`config.mk`:
```
export PLATFORM = sky130hd
export DESIGN_NAME = mem_stage_unit
export DESIGN_NICKNAME = d
export VERILOG_FILES = /design/src/rtl/mem_stage_unit.sv
export SDC_FILE = /design/constraint.sdc
export NUM_CORES = 1
export LEC_CHECK = 0
export ABC_AREA = 1
export ABC_CLOCK_PERIOD_IN_PS = 4440
export CAP_MARGIN = 15
export CORE_AREA = 2 2 137 139
export CTS_CLUSTER_SIZE = 10
export DETAILED_ROUTE_END_ITERATION = 6
export DIE_AREA = 0 0 139 141
export PLACE_DENSITY = 0.73
export SLEW_MARGIN = 20
export SYNTH_ARGS = -nofsm -noshare
export SYNTH_HDL_FRONTEND = slang
export SYNTH_SLANG_ARGS = --single-unit
```
`constraint.sdc`:
```
create_clock -name clk -period 4.44 [get_ports clk]
set_clock_uncertainty 0.05 [all_clocks]
set_input_delay 0.666 -clock clk [delete_from_list [all_inputs] [get_ports clk]]
set_output_delay 0.666 -clock clk [all_outputs]
set_load 0.05 [all_outputs]
```
`src/rtl/mem_stage_unit.sv`:
```
// MEM pipeline stage: req/ack data-memory access with stall and timeout,
// branch/jump redirect with flush generation, and the MEM/WB stage register.
module mem_stage_unit #(
  parameter int TIMEOUT = 16
) (
  input  logic        clk,
  input  logic        reset,
  input  logic        regwrite_in,
  input  logic        memtoreg_in,
  input  logic        branch_in,
  input  logic        memread_in,
  input  logic        memwrite_in,
  input  logic        jump_in,
  input  logic [31:0] jump_addr_in,
  input  logic [31:0] branch_addr_in,
  input  logic        alu_zero_in,
  input  logic [31:0] alu_result_in,
  input  logic [31:0] reg_read_data_2_in,
  input  logic [4:0]  ex_mem_registerrd_in,
  output logic        dmem_req,
  output logic        dmem_we,
  output logic [31:0] dmem_addr,
  output logic [31:0] dmem_wdata,
  input  logic        dmem_ack,
  input  logic [31:0] dmem_rdata,
  output logic        mem_stall,
  output logic        pc_src,
  output logic [31:0] pc_target,
  output logic        if_flush,
  output logic        id_flush,
  output logic        ex_flush,
  output logic        align_err,
  output logic        bus_err,
  output logic        mem_wb_regwrite,
  output logic        mem_wb_memtoreg,
  output logic [31:0] mem_wb_read_data,
  output logic [31:0] mem_wb_alu_result,
  output logic [4:0]  mem_wb_registerrd
);

  typedef enum logic [0:0] {
    S_IDLE   = 1'b0,
    S_ACCESS = 1'b1
  } state_t;

  localparam logic [7:0] TO_LAST = 8'(TIMEOUT - 1);
  localparam logic       TO_EN   = (TIMEOUT != 0);

  state_t      state_q, state_d;
  logic [7:0]  cnt_q, cnt_d;
  logic        req_q, req_d;
  logic        we_q, we_d;
  logic [31:0] addr_q, addr_d;
  logic [31:0] wdata_q, wdata_d;
  logic        align_q, align_d;
  logic        bus_q, bus_d;
  logic        wb_regwrite_q, wb_regwrite_d;
  logic        wb_memtoreg_q, wb_memtoreg_d;
  logic [31:0] wb_read_data_q, wb_read_data_d;
  logic [31:0] wb_alu_result_q, wb_alu_result_d;
  logic [4:0]  wb_rd_q, wb_rd_d;

  logic acc_s, mis_s, stall_s, redirect_s;
  logic [31:0] target_s;

  // Next-state, bus register and MEM/WB register computation
  always_comb begin
    acc_s           = memread_in | memwrite_in;
    mis_s           = acc_s & (alu_result_in[1:0] != 2'b00);
    state_d         = state_q;
    cnt_d           = cnt_q;
    we_d            = we_q;
    addr_d          = addr_q;
    wdata_d         = wdata_q;
    align_d         = 1'b0;
    bus_d           = 1'b0;
    stall_s         = 1'b0;
    // Bubble by default; only a completing instruction writes real values
    wb_regwrite_d   = 1'b0;
    wb_memtoreg_d   = 1'b0;
    wb_read_data_d  = 32'h0000_0000;
    wb_alu_result_d = 32'h0000_0000;
    wb_rd_d         = 5'd0;
    case (state_q)
      S_IDLE: begin
        if (acc_s && !mis_s) begin
          state_d = S_ACCESS;
          cnt_d   = 8'd0;
          addr_d  = alu_result_in;
          wdata_d = reg_read_data_2_in;
          we_d    = memwrite_in;
          stall_s = 1'b1;
        end else if (mis_s) begin
          align_d = 1'b1;
        end else begin
          wb_regwrite_d   = regwrite_in;
          wb_memtoreg_d   = memtoreg_in;
          wb_alu_result_d = alu_result_in;
          wb_rd_d         = ex_mem_registerrd_in;
        end
      end
      S_ACCESS: begin
        if (dmem_ack) begin
          state_d         = S_IDLE;
          wb_regwrite_d   = regwrite_in;
          wb_memtoreg_d   = memtoreg_in;
          wb_read_data_d  = dmem_rdata;
          wb_alu_result_d = alu_result_in;
          wb_rd_d         = ex_mem_registerrd_in;
        end else if (TO_EN && (cnt_q == TO_LAST)) begin
          state_d = S_IDLE;
          bus_d   = 1'b1;
        end else begin
          stall_s = 1'b1;
          cnt_d   = cnt_q + 8'd1;
        end
      end
      default: begin
        state_d = S_IDLE;
      end
    endcase
    req_d = (state_d == S_ACCESS);
  end

  // Redirect resolution; jump wins over branch, suppressed while stalled
  always_comb begin
    if (jump_in) begin
      redirect_s = 1'b1;
      target_s   = jump_addr_in;
    end else if (branch_in && alu_zero_in) begin
      redirect_s = 1'b1;
      target_s   = branch_addr_in;
    end else begin
      redirect_s = 1'b0;
      target_s   = 32'h0000_0000;
    end
    mem_stall = stall_s & ~reset;
    if (redirect_s && !stall_s && !reset) begin
      pc_src    = 1'b1;
      pc_target = target_s;
    end else begin
      pc_src    = 1'b0;
      pc_target = 32'h0000_0000;
    end
    if_flush = pc_src;
    id_flush = pc_src;
    ex_flush = pc_src;
  end

  // State and registered-output update with synchronous reset
  always_ff @(posedge clk) begin
    if (reset) begin
      state_q         <= S_IDLE;
      cnt_q           <= 8'd0;
      req_q           <= 1'b0;
      we_q            <= 1'b0;
      addr_q          <= 32'h0000_0000;
      wdata_q         <= 32'h0000_0000;
      align_q         <= 1'b0;
      bus_q           <= 1'b0;
      wb_regwrite_q   <= 1'b0;
      wb_memtoreg_q   <= 1'b0;
      wb_read_data_q  <= 32'h0000_0000;
      wb_alu_result_q <= 32'h0000_0000;
      wb_rd_q         <= 5'd0;
    end else begin
      state_q         <= state_d;
      cnt_q           <= cnt_d;
      req_q           <= req_d;
      we_q            <= we_d;
      addr_q          <= addr_d;
      wdata_q         <= wdata_d;
      align_q         <= align_d;
      bus_q           <= bus_d;
      wb_regwrite_q   <= wb_regwrite_d;
      wb_memtoreg_q   <= wb_memtoreg_d;
      wb_read_data_q  <= wb_read_data_d;
      wb_alu_result_q <= wb_alu_result_d;
      wb_rd_q         <= wb_rd_d;
    end
  end

  assign dmem_req          = req_q;
  assign dmem_we           = we_q;
  assign dmem_addr         = addr_q;
  assign dmem_wdata        = wdata_q;
  assign align_err         = align_q;
  assign bus_err           = bus_q;
  assign mem_wb_regwrite   = wb_regwrite_q;
  assign mem_wb_memtoreg   = wb_memtoreg_q;
  assign mem_wb_read_data  = wb_read_data_q;
  assign mem_wb_alu_result = wb_alu_result_q;
  assign mem_wb_registerrd = wb_rd_q;

endmodule

```
==> flow_metrics.tcl <==
set metrics [dict create \
    run_status "finished, final reports clean" \
    timing.slew.headroom_pct 30.07 \
    synth_seq_cells 147 \
    asyncSetResetFlopFracSynth_pct 0 \
    wirelength_mm 18.36 \
    worst_ep_arrival_time_ps 2900 \
    start_util_pct 29.91 \
    synth_edf_count 0 \
    finalCritPeriodShare_pct 81.50 \
    post_route_cells_drive_above_1_share_pct 11.03 \
    switching_share_pct 30.76 \
    clock_latency_reported_for_the_late_side_of_the_worst_skew_pair_ps 410 \
    grt_max_degree 72 \
    layout-area-overhead-vs-synth_pct 83.76 \
    grt_first_pass_wirelength_mm 28.84 \
    ys.flop_type "dfxtp_1" \
    grt_pass1_vias 5545 \
    detailedPlacementHpwl_mm 13.65 \
    cts_tree "yes" \
    adder_and_majority_gate_portion_of_the_synthesized_area_pct 0.2290 \
    antenna_found_initial 1 \
    rsz0062_at_grt "false" \
    final-max-slew-violation-count 0 \
    cts.reportedPaths.clkPinSlew_ps 70 \
    synth_top_family_by_area "simple AND/OR/NAND/NOR gates" \
    achievable-frequency_ghz 0.2764 \
    cts-resized-gates 0 \
    area_of_the_die_mm2 0.01960 \
    layout_min_cycle_time_ps 3618 \
    yosysUniqueCellTypes 23 \
    finalHoldViolations 0 \
    grt-ovfl-total 0 \
    coreArea_mm2 0.01827 \
    synthSimpleGateAreaFrac_pct 22.65 \
    power.share.clock_pct 40.0 \
    weighted_congestion_reported_at_the_end_of_routability_driven_placement 0.8285 \
    yosys_warnings 0 \
    detail_route.wl_per_cell_um 14.18 \
    mostFrequentLayoutCells "clkdlybuf4s50_1 (313), dfxtp_1 (147), nand2_1 (131)" \
    power.net_switching_mw 1.082 \
    drc_errors_left 0 \
    post_cts_hold_buffer_count 0 \
    totalNegativeSetupSlack_ps 0 \
    cap_viol_max_count 0 \
    synth_area_in_compound_gates_pct 13.10 \
    critPathKind "in -> out" \
    timing_worst_slew_pin_value_ps 1049 \
    worstPathRequired_ps 3720 \
    num_vias 5693 \
    synth_mux_area_share_pct 0 \
    synthXorXnorAreaFrac_pct 0 \
    timing.reg2reg.worst_path_depth 7 \
    place_worst_setup_slack_ps 819.3 \
    synthCells 716 \
    power.internal_mw 2.436 \
    buffer_ports.inserted 350 \
    post_synth_instance_area_mm2 0.005464 \
    final_common_cell "clkdlybuf4s50_1" \
    cts-buffers-inserted 17 \
    clkSinkCount 147 \
    worst_hold_path_cell_count 2 \
    share_comb_of_total_power_pct 20.5 \
    startpoint_type "primary input" \
    drt_pre_antenna_iters 4 \
    avgSynthCellArea_um2 7.631 \
    p_per_area_mw_per_mm2 350.3 \
    cts_post_setup_buffers_inserted 0 \
    htreeDepth 4 \
    critical_path.max_fanout 33 \
    dieHeight_um 141 \
    pwr-share-seq_pct 39.5 \
    diodes 0 \
    power_leakage_nw 4.146 \
    avgViaCountPerCell 4.396 \
    irDropWorstVdd_uv 248.4 \
    synth_fp_nets 892 \
    min-delay-path-class "reg -> reg" \
    clock_tree.buffer_depth 2 \
    drt_first_iter_violations 216 \
    final.setup.worst_slack_ps 821.6 \
    io_pins 351 \
    nets 1224 \
    synth_seq_area_share_pct 53.86 \
    cts-root-buf "clkbuf_16" \
    grt_use_total_pct 18.39 \
    setup_viol 0 \
    route.antenna.remaining_nets 0 \
    worst_setup_path_end_kind "primary output" \
    die_width_um 139 \
    core.rowCount 50 \
]
-- registers in the layout (all words and copies together) (netlist names), 5 cells and up --
register           cells
dmem_wdata            32
dmem_addr             32
mem_wb_registerrd      5
mem_wb_alu_result     32
mem_wb_read_data      32
cnt_q                  8
-- power by group through the flow --
stage	registers (mW)	clock network, mW	logic (mW)
final	1.39	1.41	0.722
after global routing	1.39	1.50	0.764
after CTS	1.39	1.45	0.727
after detailed placement	1.42	0	0.724
after global placement	1.42	0	0.720
after floorplan	1.59	0	0.205
-- Yosys cell counts (2+ instances only) --
library cell	instances	area, µm²
dfxtp_1	147	2943
nand2_1	131	491.7
nor2_1	117	439.2
a21oi_1	103	515.5
inv_1	83	311.6
nor2_2	31	193.9
o21ai_0	31	155.2
clkbuf_1	21	78.83
buf_2	15	75.07
nand3_1	13	65.06
buf_4	4	30.03
buf_1	3	11.26
buf_6	3	33.78
inv_2	3	11.26
nand3_2	2	20.02
nor3_1	2	10.01
-- cell families after synthesis --
| group | after synthesis |
|---|---|
| compound gates | 137 |
| flops | 147 |
| fa+ha+maj | 1 |
| simple gates | 298 |
| buf+inv | 133 |
-- layer usage --
layer  part of all wire (%)  wire [µm]  global-route usage (%)
met1                     40       7345                   21.29
met2                     50       9123                   31.60
met3                    7.9       1453                   6.590
met4                    2.3        421                   6.380
met5                  0.087         16                       0
-- worst max-delay path, cell delays in order --
cell and delay, ps:
clkdlybuf4s50_1 400, buf_4 250, inv_1 90, buf_4 310, nand2_1 150, nand2_4 450, inv_1 320, buf_12 230
-- worst paths after layout --
check | endpoint | startpoint | slack, ps
setup / recovery | if_flush | jump_in | 820
hold / removal | dmem_addr[0] | dmem_addr[0] | 410
setup reg to reg | dmem_wdata[30] | dmem_req | 1840
hold reg to reg | dmem_addr[0] | dmem_addr[0] | 410
-- layout make-up --
cell class	instances	area (µm²)
fillers	1663	8227
well taps	234	292.8
inverters	87	326.6
repair buffers	359	3926
clock buffers	17	425.4
flip-flops and latches	147	2943
clock inverters	15	161.4
multi-input cells	436	1966
-- metrics by stage --
| stage | hold slack [ps] | area (µm²) | total power, mW | utilization (%) | cells |
|---|---|---|---|---|---|
| 5_1_grt | 431.3 | 10040 | 3.655 | 54.97 | 1295 |
| 4_1_cts | 413.5 | 10040 | 3.563 | 54.97 | 1295 |
| 3_3_place_gp | 392.5 | 9454 | 2.137 | 51.75 | 1263 |
| 3_5_place_dp | 398.3 | 9454 | 2.143 | 51.75 | 1263 |
| 2_1_floorplan | 392.5 | 5464 | 1.793 | - | 716 |
| 6_report | 411.2 | 10040 | 3.517 | 54.97 | 1295 |
No activity file was read; power rests on OpenSTA's default activity.
